<file path="config.mk">
export PLATFORM = sky130hd
export DESIGN_NAME = uart_rx_frame
export DESIGN_NICKNAME = d
export VERILOG_FILES = /design/src/rtl/uart_rx_frame.sv
export SDC_FILE = /design/constraint.sdc
export NUM_CORES = 1
export LEC_CHECK = 0
export BUFFER_PORTS_ARGS = -buffer_cell sky130_fd_sc_hd__buf_2
export CAP_MARGIN = 20
export CORE_ASPECT_RATIO = 1.75
export CORE_MARGIN = 8
export CORE_UTILIZATION = 36
export CTS_BUF_LIST = sky130_fd_sc_hd__clkbuf_16
export DETAILED_ROUTE_END_ITERATION = 8
export PLACE_DENSITY = 0.51
export SLEW_MARGIN = 20
export SYNTH_ARGS = -nofsm -noshare
export SYNTH_HDL_FRONTEND = slang
export SYNTH_SLANG_ARGS = --single-unit
export TNS_END_PERCENT = 20
</file>
<file path="constraint.sdc">
create_clock -name sys_clk -period 2.1 [get_ports sys_clk]
set_input_delay 0 -clock sys_clk [delete_from_list [all_inputs] [get_ports sys_clk]]
set_output_delay 0 -clock sys_clk [all_outputs]
set_load 0.01 [all_outputs]
</file>
<file path="src/rtl/uart_rx_frame.sv">
// uart_rx_frame: parametrised UART receiver with self-generated bit timing.
// Serial line in, one parallel word plus parity/framing status out per frame.
// Optional build macro UART_RX_MAJORITY_VOTE_EN: each bit decision is a 2-of-3 vote
// over three consecutive samples around mid-bit, one cycle later than the single sample.
module uart_rx_frame #(
  parameter int CLK_FREQ  = 50_000_000,
  parameter int BAUD_RATE = 115200,
  parameter int DATA_BITS = 8,
  parameter int PARITY    = 0,
  parameter int STOP_BITS = 1
) (
  input  logic                 sys_clk,
  input  logic                 rst_n,
  input  logic                 rx_en,
  input  logic                 rx_pin_in,
  output logic [DATA_BITS-1:0] rx_data,
  output logic                 rx_done_sig,
  output logic                 parity_err,
  output logic                 frame_err,
  output logic                 rx_busy
);

  localparam int CLK_DIV = CLK_FREQ / BAUD_RATE;
  localparam int CNT_W   = $clog2(CLK_DIV);

  localparam logic [CNT_W-1:0] CNT_LAST = CNT_W'(CLK_DIV - 1);
`ifdef UART_RX_MAJORITY_VOTE_EN
  // Decision taken once the third vote sample (mid-bit + 1) is on the line.
  localparam logic [CNT_W-1:0] CNT_SAMPLE = CNT_W'(CLK_DIV / 2 + 1);
`else
  localparam logic [CNT_W-1:0] CNT_SAMPLE = CNT_W'(CLK_DIV / 2);
`endif
  localparam logic [CNT_W-1:0] CNT_ONE   = CNT_W'(1);
  localparam logic [3:0]       DATA_LAST = 4'(DATA_BITS);
  localparam logic [3:0]       STOP_LAST = 4'(STOP_BITS - 1);
  localparam logic             PAR_ODD   = (PARITY == 1);

  localparam logic [2:0] S_IDLE   = 3'd0;
  localparam logic [2:0] S_START  = 3'd1;
  localparam logic [2:0] S_DATA   = 3'd2;
  localparam logic [2:0] S_PARITY = 3'd3;
  localparam logic [2:0] S_STOP   = 3'd4;
  localparam logic [2:0] S_DONE   = 3'd5;

  logic                 r_sync1, r_sync2, r_sync_prev;
  logic [2:0]           r_state;
  logic [CNT_W-1:0]     r_cnt;
  logic [3:0]           r_bit_cnt;
  logic [DATA_BITS-1:0] r_shift;
  logic                 r_par_acc, r_perr, r_ferr, r_armed;
  logic [DATA_BITS-1:0] r_rx_data;
  logic                 r_done, r_parity_err, r_frame_err, r_busy;

  logic [2:0] w_state_d;
  logic       w_fall, w_bit, w_samp, w_bit_end, w_entry;
  logic       w_start_ok, w_shift, w_par_chk, w_stop_smp, w_load_out, w_ferr_final;

  assign w_fall       = r_sync_prev & ~r_sync2;
  assign w_samp       = (r_cnt == CNT_SAMPLE);
  assign w_bit_end    = (r_cnt == CNT_LAST);
  assign w_entry      = (w_state_d != r_state);
  assign w_ferr_final = r_ferr | ~w_bit;

`ifdef UART_RX_MAJORITY_VOTE_EN
  logic r_v0, r_v1;

  // Vote history: line value at the two cycles preceding the decision cycle.
  always_ff @(posedge sys_clk or negedge rst_n) begin
    if (!rst_n) begin
      r_v0 <= 1'b1;
      r_v1 <= 1'b1;
    end else begin
      r_v0 <= r_sync2;
      r_v1 <= r_v0;
    end
  end

  assign w_bit = (r_sync2 & r_v0) | (r_sync2 & r_v1) | (r_v0 & r_v1);
`else
  assign w_bit = r_sync2;
`endif

  // Two-flop synchroniser plus one history flop for falling-edge detection.
  always_ff @(posedge sys_clk or negedge rst_n) begin
    if (!rst_n) begin
      r_sync1     <= 1'b1;
      r_sync2     <= 1'b1;
      r_sync_prev <= 1'b1;
    end else begin
      r_sync1     <= rx_pin_in;
      r_sync2     <= r_sync1;
      r_sync_prev <= r_sync2;
    end
  end

  // Next-state decode and per-cycle strobes for the datapath.
  always_comb begin
    w_state_d  = r_state;
    w_start_ok = 1'b0;
    w_shift    = 1'b0;
    w_par_chk  = 1'b0;
    w_stop_smp = 1'b0;
    w_load_out = 1'b0;
    case (r_state)
      S_IDLE: begin
        if (rx_en && r_armed && w_fall) w_state_d = S_START;
      end
      S_START: begin
        if (w_samp) begin
          if (w_bit) w_state_d = S_IDLE;
          else       w_start_ok = 1'b1;
        end else if (w_bit_end) begin
          w_state_d = S_DATA;
        end
      end
      S_DATA: begin
        w_shift = w_samp;
        if (w_bit_end && (r_bit_cnt == DATA_LAST)) begin
          w_state_d = (PARITY != 0) ? S_PARITY : S_STOP;
        end
      end
      S_PARITY: begin
        w_par_chk = w_samp;
        if (w_bit_end) w_state_d = S_STOP;
      end
      S_STOP: begin
        if (w_samp) begin
          w_stop_smp = 1'b1;
          // Finish at mid-bit of the last stop bit so a following start edge is not missed.
          if (r_bit_cnt == STOP_LAST) begin
            w_state_d  = S_DONE;
            w_load_out = 1'b1;
          end
        end
      end
      S_DONE:  w_state_d = S_IDLE;
      default: w_state_d = S_IDLE;
    endcase
    if (!rx_en) begin
      w_state_d  = S_IDLE;
      w_start_ok = 1'b0;
      w_load_out = 1'b0;
    end
  end

  // State, baud counter (cleared on every state change) and bit counter.
  always_ff @(posedge sys_clk or negedge rst_n) begin
    if (!rst_n) begin
      r_state   <= S_IDLE;
      r_cnt     <= '0;
      r_bit_cnt <= '0;
    end else begin
      r_state <= w_state_d;
      if (w_entry || (r_state == S_IDLE) || w_bit_end) r_cnt <= '0;
      else                                            r_cnt <= r_cnt + CNT_ONE;
      if (w_entry)                    r_bit_cnt <= '0;
      else if (w_shift || w_stop_smp) r_bit_cnt <= r_bit_cnt + 4'd1;
    end
  end

  // Frame datapath: shift register (LSB first), running parity, working error flags.
  always_ff @(posedge sys_clk or negedge rst_n) begin
    if (!rst_n) begin
      r_shift   <= '0;
      r_par_acc <= 1'b0;
      r_perr    <= 1'b0;
      r_ferr    <= 1'b0;
    end else if (w_entry && (w_state_d == S_START)) begin
      r_par_acc <= 1'b0;
      r_perr    <= 1'b0;
      r_ferr    <= 1'b0;
    end else begin
      if (w_shift) begin
        r_shift   <= {w_bit, r_shift[DATA_BITS-1:1]};
        r_par_acc <= r_par_acc ^ w_bit;
      end
      if (w_par_chk)            r_perr <= ((r_par_acc ^ w_bit) != PAR_ODD);
      if (w_stop_smp && !w_bit) r_ferr <= 1'b1;
    end
  end

  // Output registers: word and flags update together and hold until the next frame.
  always_ff @(posedge sys_clk or negedge rst_n) begin
    if (!rst_n) begin
      r_rx_data    <= '0;
      r_done       <= 1'b0;
      r_parity_err <= 1'b0;
      r_frame_err  <= 1'b0;
      r_busy       <= 1'b0;
    end else begin
      r_done <= w_load_out;
      if (w_load_out) begin
        r_rx_data    <= r_shift;
        r_parity_err <= r_perr;
        r_frame_err  <= w_ferr_final;
      end
      if (w_start_ok)                r_busy <= 1'b1;
      else if (w_load_out || !rx_en) r_busy <= 1'b0;
    end
  end

  // After a framing error, wait for the line to return high before accepting a new edge.
  always_ff @(posedge sys_clk or negedge rst_n) begin
    if (!rst_n)                           r_armed <= 1'b1;
    else if (w_load_out && w_ferr_final)  r_armed <= 1'b0;
    else if (r_sync2)                     r_armed <= 1'b1;
  end

  assign rx_data     = r_rx_data;
  assign rx_done_sig = r_done;
  assign parity_err  = r_parity_err;
  assign frame_err   = r_frame_err;
  assign rx_busy     = r_busy;

endmodule

</file>
==> results.md, run 1 <==
- Layout area overhead: 26.7%
- Post-synth top area share: 0.465
- Sequential fraction of the synthesis area: 0.515
- Fin. Hold Viols: 0
- Worst reg2reg startpoint: r_cnt[1]
- CP arrival: 2.34 ns
- Required time of the critical path: 2.27 ns
- RSZ-0062 raised after global routing: yes
- Vias: 1514
- Die Footprint: 8630 sq um
- Largest net degree at the start of global routing: 44
- Syn_area_per_cell: 11.6 sq um
- Placeable core region: 5740 sq um
- CP Depth: 7
- Clk root buf: clkbuf_16
- Crit path time final: 2.18 ns
- H-tree depth: 2
- Vias per cell: 5.08
- Synth Flop Type: dfrtp_1
- Global route overflow: 0
- CTS Buffer Depth: 2
- Top Family by Delay on Critical Path: simple AND/OR/NAND/NOR gates
- Initial Utilization: 0.366
- CP startpoint: r_cnt[1]
- Critical path class: flop to flop
- Synth warn: 0
- Antenna diodes: 0
- Netlist cell types: 45
- CP peak stage delay: 0.47 ns
- Crit path max fanout: 9
- RePlAce Congestion: 0.853
- Non-Filler Instances: 298
- R2R cell count: 7
- LEAKAGE: 1.22 nW
- Routed len/inst: 15.7 um
- CP cell instances: inv_1, ha_1, or4b_4, or2_4, nor4b_4, buf_6, mux2_2
- Worst hold path class: input pin to flop
- Synth area leaders: dfrtp_1, mux2_2, dfstp_2
- CTS tree: done
- I/O pin count: 16
- Buf/Inv on CP: 2
- Post-DP HPWL: 3440 um
- Slew @ Worst Pin: 0.553 ns
- Insertion delay to the later sink of the worst-skew pair: 0.28 ns
- Fin Hold WS: 0.0303 ns
- Peak VDD IR: 0.429 mV
- DR pass1 iterations: 4
- Post-synth EDFFs: 0
- Routed WL: 4680 um
- Chip height: 117 um
- Antenna violations before repair: 0
- FP Rows: 37
- Vias in the first global route: 1702
- Crit-path slowest cell: or4b_4
- Synth Instances: 181
- Final period util: 1.04
- Fin. max-slew vios: 0
- Total track usage: 0.123
- PwrDens: 716 nW/um^2
- Synthesized area: 2100 sq um
- Hold Path Depth: 2
- Slew margin rel.: 0.631
- Status: finished, violations left
- Die X: 73.7 um
- Critical Path Sink Type: flop
- Failing checks: setup timing
- Startpoint of the lowest-slack hold path: rx_en
- Num CTS Buffers: 5
- Final worst clock skew: 0.00455 ns
- Initial DRC Count: 97
- Placed cells: 288
- PortBufs: 15
- Final antenna-violating net count: 0
- DRC: 0
- Yosys top cell by area: dfrtp_1
- Final Setup Violations: 15
- Leading cell type in the layout, fill and taps excluded: dfrtp_1
- Max-cap violations: 0
- Clock Sinks: 43
- Ys async rst share: 1.00
- Nets: 227
- Final worst slack: -0.0764 ns
- First-pass GRT wire length: 8140 um
- Reg clk slew, reported paths: 0.06 ns
- Share of layout cells above drive strength 1: 0.386
- Yosys reg bits: 43
- Most frequent cells in the layout: dfrtp_1, buf_4, nand2_1, mux2_2, buf_2
- Max Fclk: 459 MHz
- Setup crit start kind: flop
- Util after Layout: 0.464
- Net count after synthesis: 189
-- power breakdown --
part	internal [mW]	switching [mW]	leakage, nW
combinational	0.0272	0.0473	0.535
clock	0.677	0.315	0.0952
sequential	0.836	0.00389	0.587
-- layout make-up --
| class | count | area (sq um) |
|---|---|---|
| Clock buffer | 5 | 125 |
| Clock inverter | 3 | 63.8 |
| Fill cell | 572 | 3080 |
| Inverter | 6 | 22.5 |
| Multi-Input combinational cell | 124 | 1000 |
| Sequential cell | 43 | 1080 |
| Tap cell | 78 | 97.6 |
| Timing Repair Buffer | 39 | 270 |
-- worst reg2reg max path, stage by stage, from the launching register on --
cell,delay [ns]
dfrtp_1,0.38
inv_1,0.06
ha_1,0.15
or4b_4,0.47
or2_4,0.27
nor4b_4,0.23
buf_6,0.17
mux2_2,0.34
-- final timing paths --
kind | to | slack (ns)
worst max-delay path | r_shift[1] | -0.08
worst min-delay path | r_state[0] | 0.03
worst max register to register | r_shift[1] | -0.08
worst min register to register | r_sync2 | 0.36
max in group asynchronous | r_cnt[5] | 1.46
min in group asynchronous | r_bit_cnt[1] | 0.25
-- Yosys cell counts (2+ instances only) --
cell / count
nand4_1: 3
xnor2_1: 6
mux2_2: 15
inv_1: 6
and3_1: 2
ha_1: 4
nor2b_1: 2
o21ai_0: 6
nor3_1: 2
nand2_1: 15
xor2_1: 6
nand3b_1: 2
nand3_1: 6
nor3b_1: 4
clkbuf_1: 2
a21oi_1: 6
and2b_2: 3
nor4b_1: 2
dfrtp_1: 39
dfstp_2: 4
mux2i_1: 2
buf_6: 4
nor2_1: 13
nor4_1: 6
-- cell families (layout without fill, tap and decap cells) --
group | Yosys count | count (layout) | synth area share
AND/OR/NAND/NOR | 70 | 70 | 0.202
buffers and inverters | 14 | 53 | 0.0447
multiplexers | 17 | 17 | 0.0899
adder cells (fa/ha/maj) | 4 | 4 | 0.0238
flip-flops | 43 | 43 | 0.515
AO/OA/AOI/OAI | 21 | 21 | 0.0751
XOR/XNOR | 12 | 12 | 0.0500
-- flip-flops by register name, indices dropped and copies added (netlist names) --
signal       flops
r_cnt            9
frame_err        1
r_sync1          1
parity_err       1
r_state          3
rx_done_sig      1
r_bit_cnt        4
r_par_acc        1
rx_data          8
r_armed          1
r_ferr           1
rx_busy          1
r_perr           1
r_shift          8
r_sync2          1
r_sync_prev      1
-- stage by stage --
| step | power [mW] | instance area [sq um] | setup TNS [ns] | setup WS, ns |
|---|---|---|---|---|
| floorplan | 0.888 | 2100 | -1.59 | -0.192 |
| global placement | 0.919 | 2370 | -0.975 | -0.0856 |
| detailed placement | 0.921 | 2370 | -1.81 | -0.120 |
| CTS | 1.92 | 2630 | -0.624 | -0.0742 |
| global route | 1.98 | 2660 | -2.63 | -0.163 |
| finish | 1.91 | 2660 | -0.615 | -0.0764 |
-- layer usage --
metal,global-route usage,part of all wire,vias to the layer above
met2,0.225,0.56,24
li1,-,-,718
met4,0.0564,0.028,0
met3,0.0239,0.029,12
met5,0,0,-
met1,0.128,0.38,760
-- timing repair --
action / CTS / global route
hold endpoints to repair: 40 / 0
pin swaps: 2 / 0
setup endpoints to repair: 28 / 29
setup buffers: 0 / 0
hold buffers: 2 / 0
resized for setup: 10 / 6
Power figures use the tool's default switching activity.
==> run 2, diff against run 1 <==
Settings changed: CELL_PAD_IN_SITES_DETAIL_PLACEMENT from default to 1, CELL_PAD_IN_SITES_GLOBAL_PLACEMENT from default to 2, PLACE_DENSITY 0.51 to 0.71, SKIP_CTS_REPAIR_TIMING from default to 1.
==> run 2 against run 1 <==
Net effect: largest power group is now sequential cells; hold slack improved by 0.019 ns; sequential share of layout area decreased by 0.19 points; utilization increased by 0.22 points; fmax decreased by 2.1%; total power decreased by 12%; sequential cell count unchanged; the flow still finishes with violations (setup timing).
==> results.md, run 2 (synthesis results as in run 1) <==
- Worst reg2reg startpoint: r_cnt[1]
- Final period util: 1.06
- Insertion delay to the later sink of the worst-skew pair: 0.28 ns
- Fin area: 2680 sq um
- Net Sw Frac: 0.226
- PwrDens: 630 nW/um^2
- Chip height: 117 um
- Final worst clock skew: 0.00644 ns
- Vias in the first global route: 1792
- Proportion of power drawn by the clock network: 0.451
- Clock Sinks: 43
- Util after Layout: 0.466
- CTS tree: done
- Slew margin rel.: 0.366
- DRC: 0
- Max-cap violations: 0
- Required time of the critical path: 2.27 ns
- Placeable core region: 5740 sq um
- RSZ-0062 raised after global routing: yes
- First-pass GRT wire length: 8560 um
- Routed len/inst: 17.8 um
- H-tree depth: 2
- Register share of total power: 0.500
- Failing checks: setup timing
- Final Setup Violations: 18
- Initial Utilization: 0.366
- Fin. Hold Viols: 0
- Antenna violations before repair: 0
- CP cell instances: inv_1, ha_1, or4b_4, or2_4, nor4b_4, buf_6, mux2_2
- Startpoint of the lowest-slack hold path: rx_en
- Worst slack, placed: -0.211 ns
- Peak VDD IR: 0.594 mV
- RePlAce Congestion: 0.740
- Vias: 1533
- Reg clk slew, reported paths: 0.06 ns
- Switch Pwr: 0.380 mW
- Most frequent cells in the layout: dfrtp_1, buf_4, nand2_1, mux2_2, buf_2
- Comb pwr share: 0.049
- Largest Register: r_cnt
- Internal power: 1.30 mW
- Crit path time final: 2.22 ns
- Post-Route Setup TNS: -1.66 ns
- I/O pin count: 16
- Die X: 73.7 um
- CP arrival: 2.39 ns
- Final antenna-violating net count: 0
- Area after DPL: 2370 sq um
- Critical path class: flop to flop
- Setup crit start kind: flop
- Slew @ Worst Pin: 0.950 ns
- Nets: 229
- Max Fclk: 450 MHz
- Critical Path Sink Type: flop
- Initial DRC Count: 63
- Clk root buf: clkbuf_16
- Final worst slack: -0.123 ns
- Crit path max fanout: 9
- Worst hold path class: input pin to flop
- Max reg flops: 9
- Global route overflow: 0
- Post-DP HPWL: 3840 um
- PortBufs: 15
- CP peak stage delay: 0.47 ns
- DR pass1 iterations: 4
- Num CTS Buffers: 5
- FP Rows: 37
- Status: finished, violations left
- LEAKAGE: 1.21 nW
- Leading cell type in the layout, fill and taps excluded: dfrtp_1
- Share of layout cells above drive strength 1: 0.401
- CP startpoint: r_cnt[1]
- Crit-path slowest cell: or4b_4
- Die Footprint: 8630 sq um
- Total track usage: 0.131
- Vias per cell: 5.11
- Routed WL: 5350 um
- CTS Buffer Depth: 2
- Layout area overhead: 27.3%
- Antenna diodes: 0
- Largest net degree at the start of global routing: 44
- Fin. max-slew vios: 0
-- run 2: power groups by stage --
stage	Sequential [mW]	Combinational, mW	Clock (mW)
floorplan	0.855	0.0333	0
global placement	0.856	0.0631	0
detailed placement	0.857	0.0653	0
CTS	0.841	0.0658	0.779
global route	0.842	0.0902	0.810
finish	0.842	0.0826	0.760
-- run 2: per-layer routing --
metal | wire length (um) | GRT usage | up-vias
met3 | 132 | 0.0290 | 10
met4 | 155 | 0.0591 | 0
met1 | 1900 | 0.123 | 775
met2 | 3160 | 0.253 | 27
li1 | - | - | 721
met5 | 0 | 0 | -
-- run 2: final cells by class --
type / instances / area (sq um)
Inverter: 6 / 22.5
Clock inverter: 3 / 20.0
Clock buffer: 5 / 125
Fill cell: 649 / 3070
Timing Repair Buffer: 41 / 287
Multi-Input combinational cell: 124 / 1040
Sequential cell: 43 / 1080
Tap cell: 78 / 97.6
-- run 2: through the flow --
stage	cells	hold slack, ns	power [mW]
after detailed placement	288	0.106	0.922
after global placement	288	0.106	0.919
after global routing	300	0.0531	1.74
final	300	0.0494	1.68
after CTS	296	-0.193	1.69
after floorplan	181	-0.296	0.888
-- run 2: final timing paths --
path | end | slack [ns] | cells after the start
max in group asynchronous | r_shift[0] | 1.10 | 2
min in group asynchronous | r_bit_cnt[1] | 0.40 | 2
hold / removal | r_state[0] | 0.05 | 2
hold reg to reg | r_sync2 | 0.36 | 0
setup reg to reg | r_shift[1] | -0.12 | 7
setup / recovery | r_shift[1] | -0.12 | 7
-- run 2: worst max-delay path: cells and delay by family (launching register included) --
family / cells / cell delay [ns]
buffers and inverters: 2 / 0.24
adder cells (fa/ha/maj): 1 / 0.14
flip-flops: 1 / 0.38
AND/OR/NAND/NOR: 3 / 0.99
multiplexers: 1 / 0.34
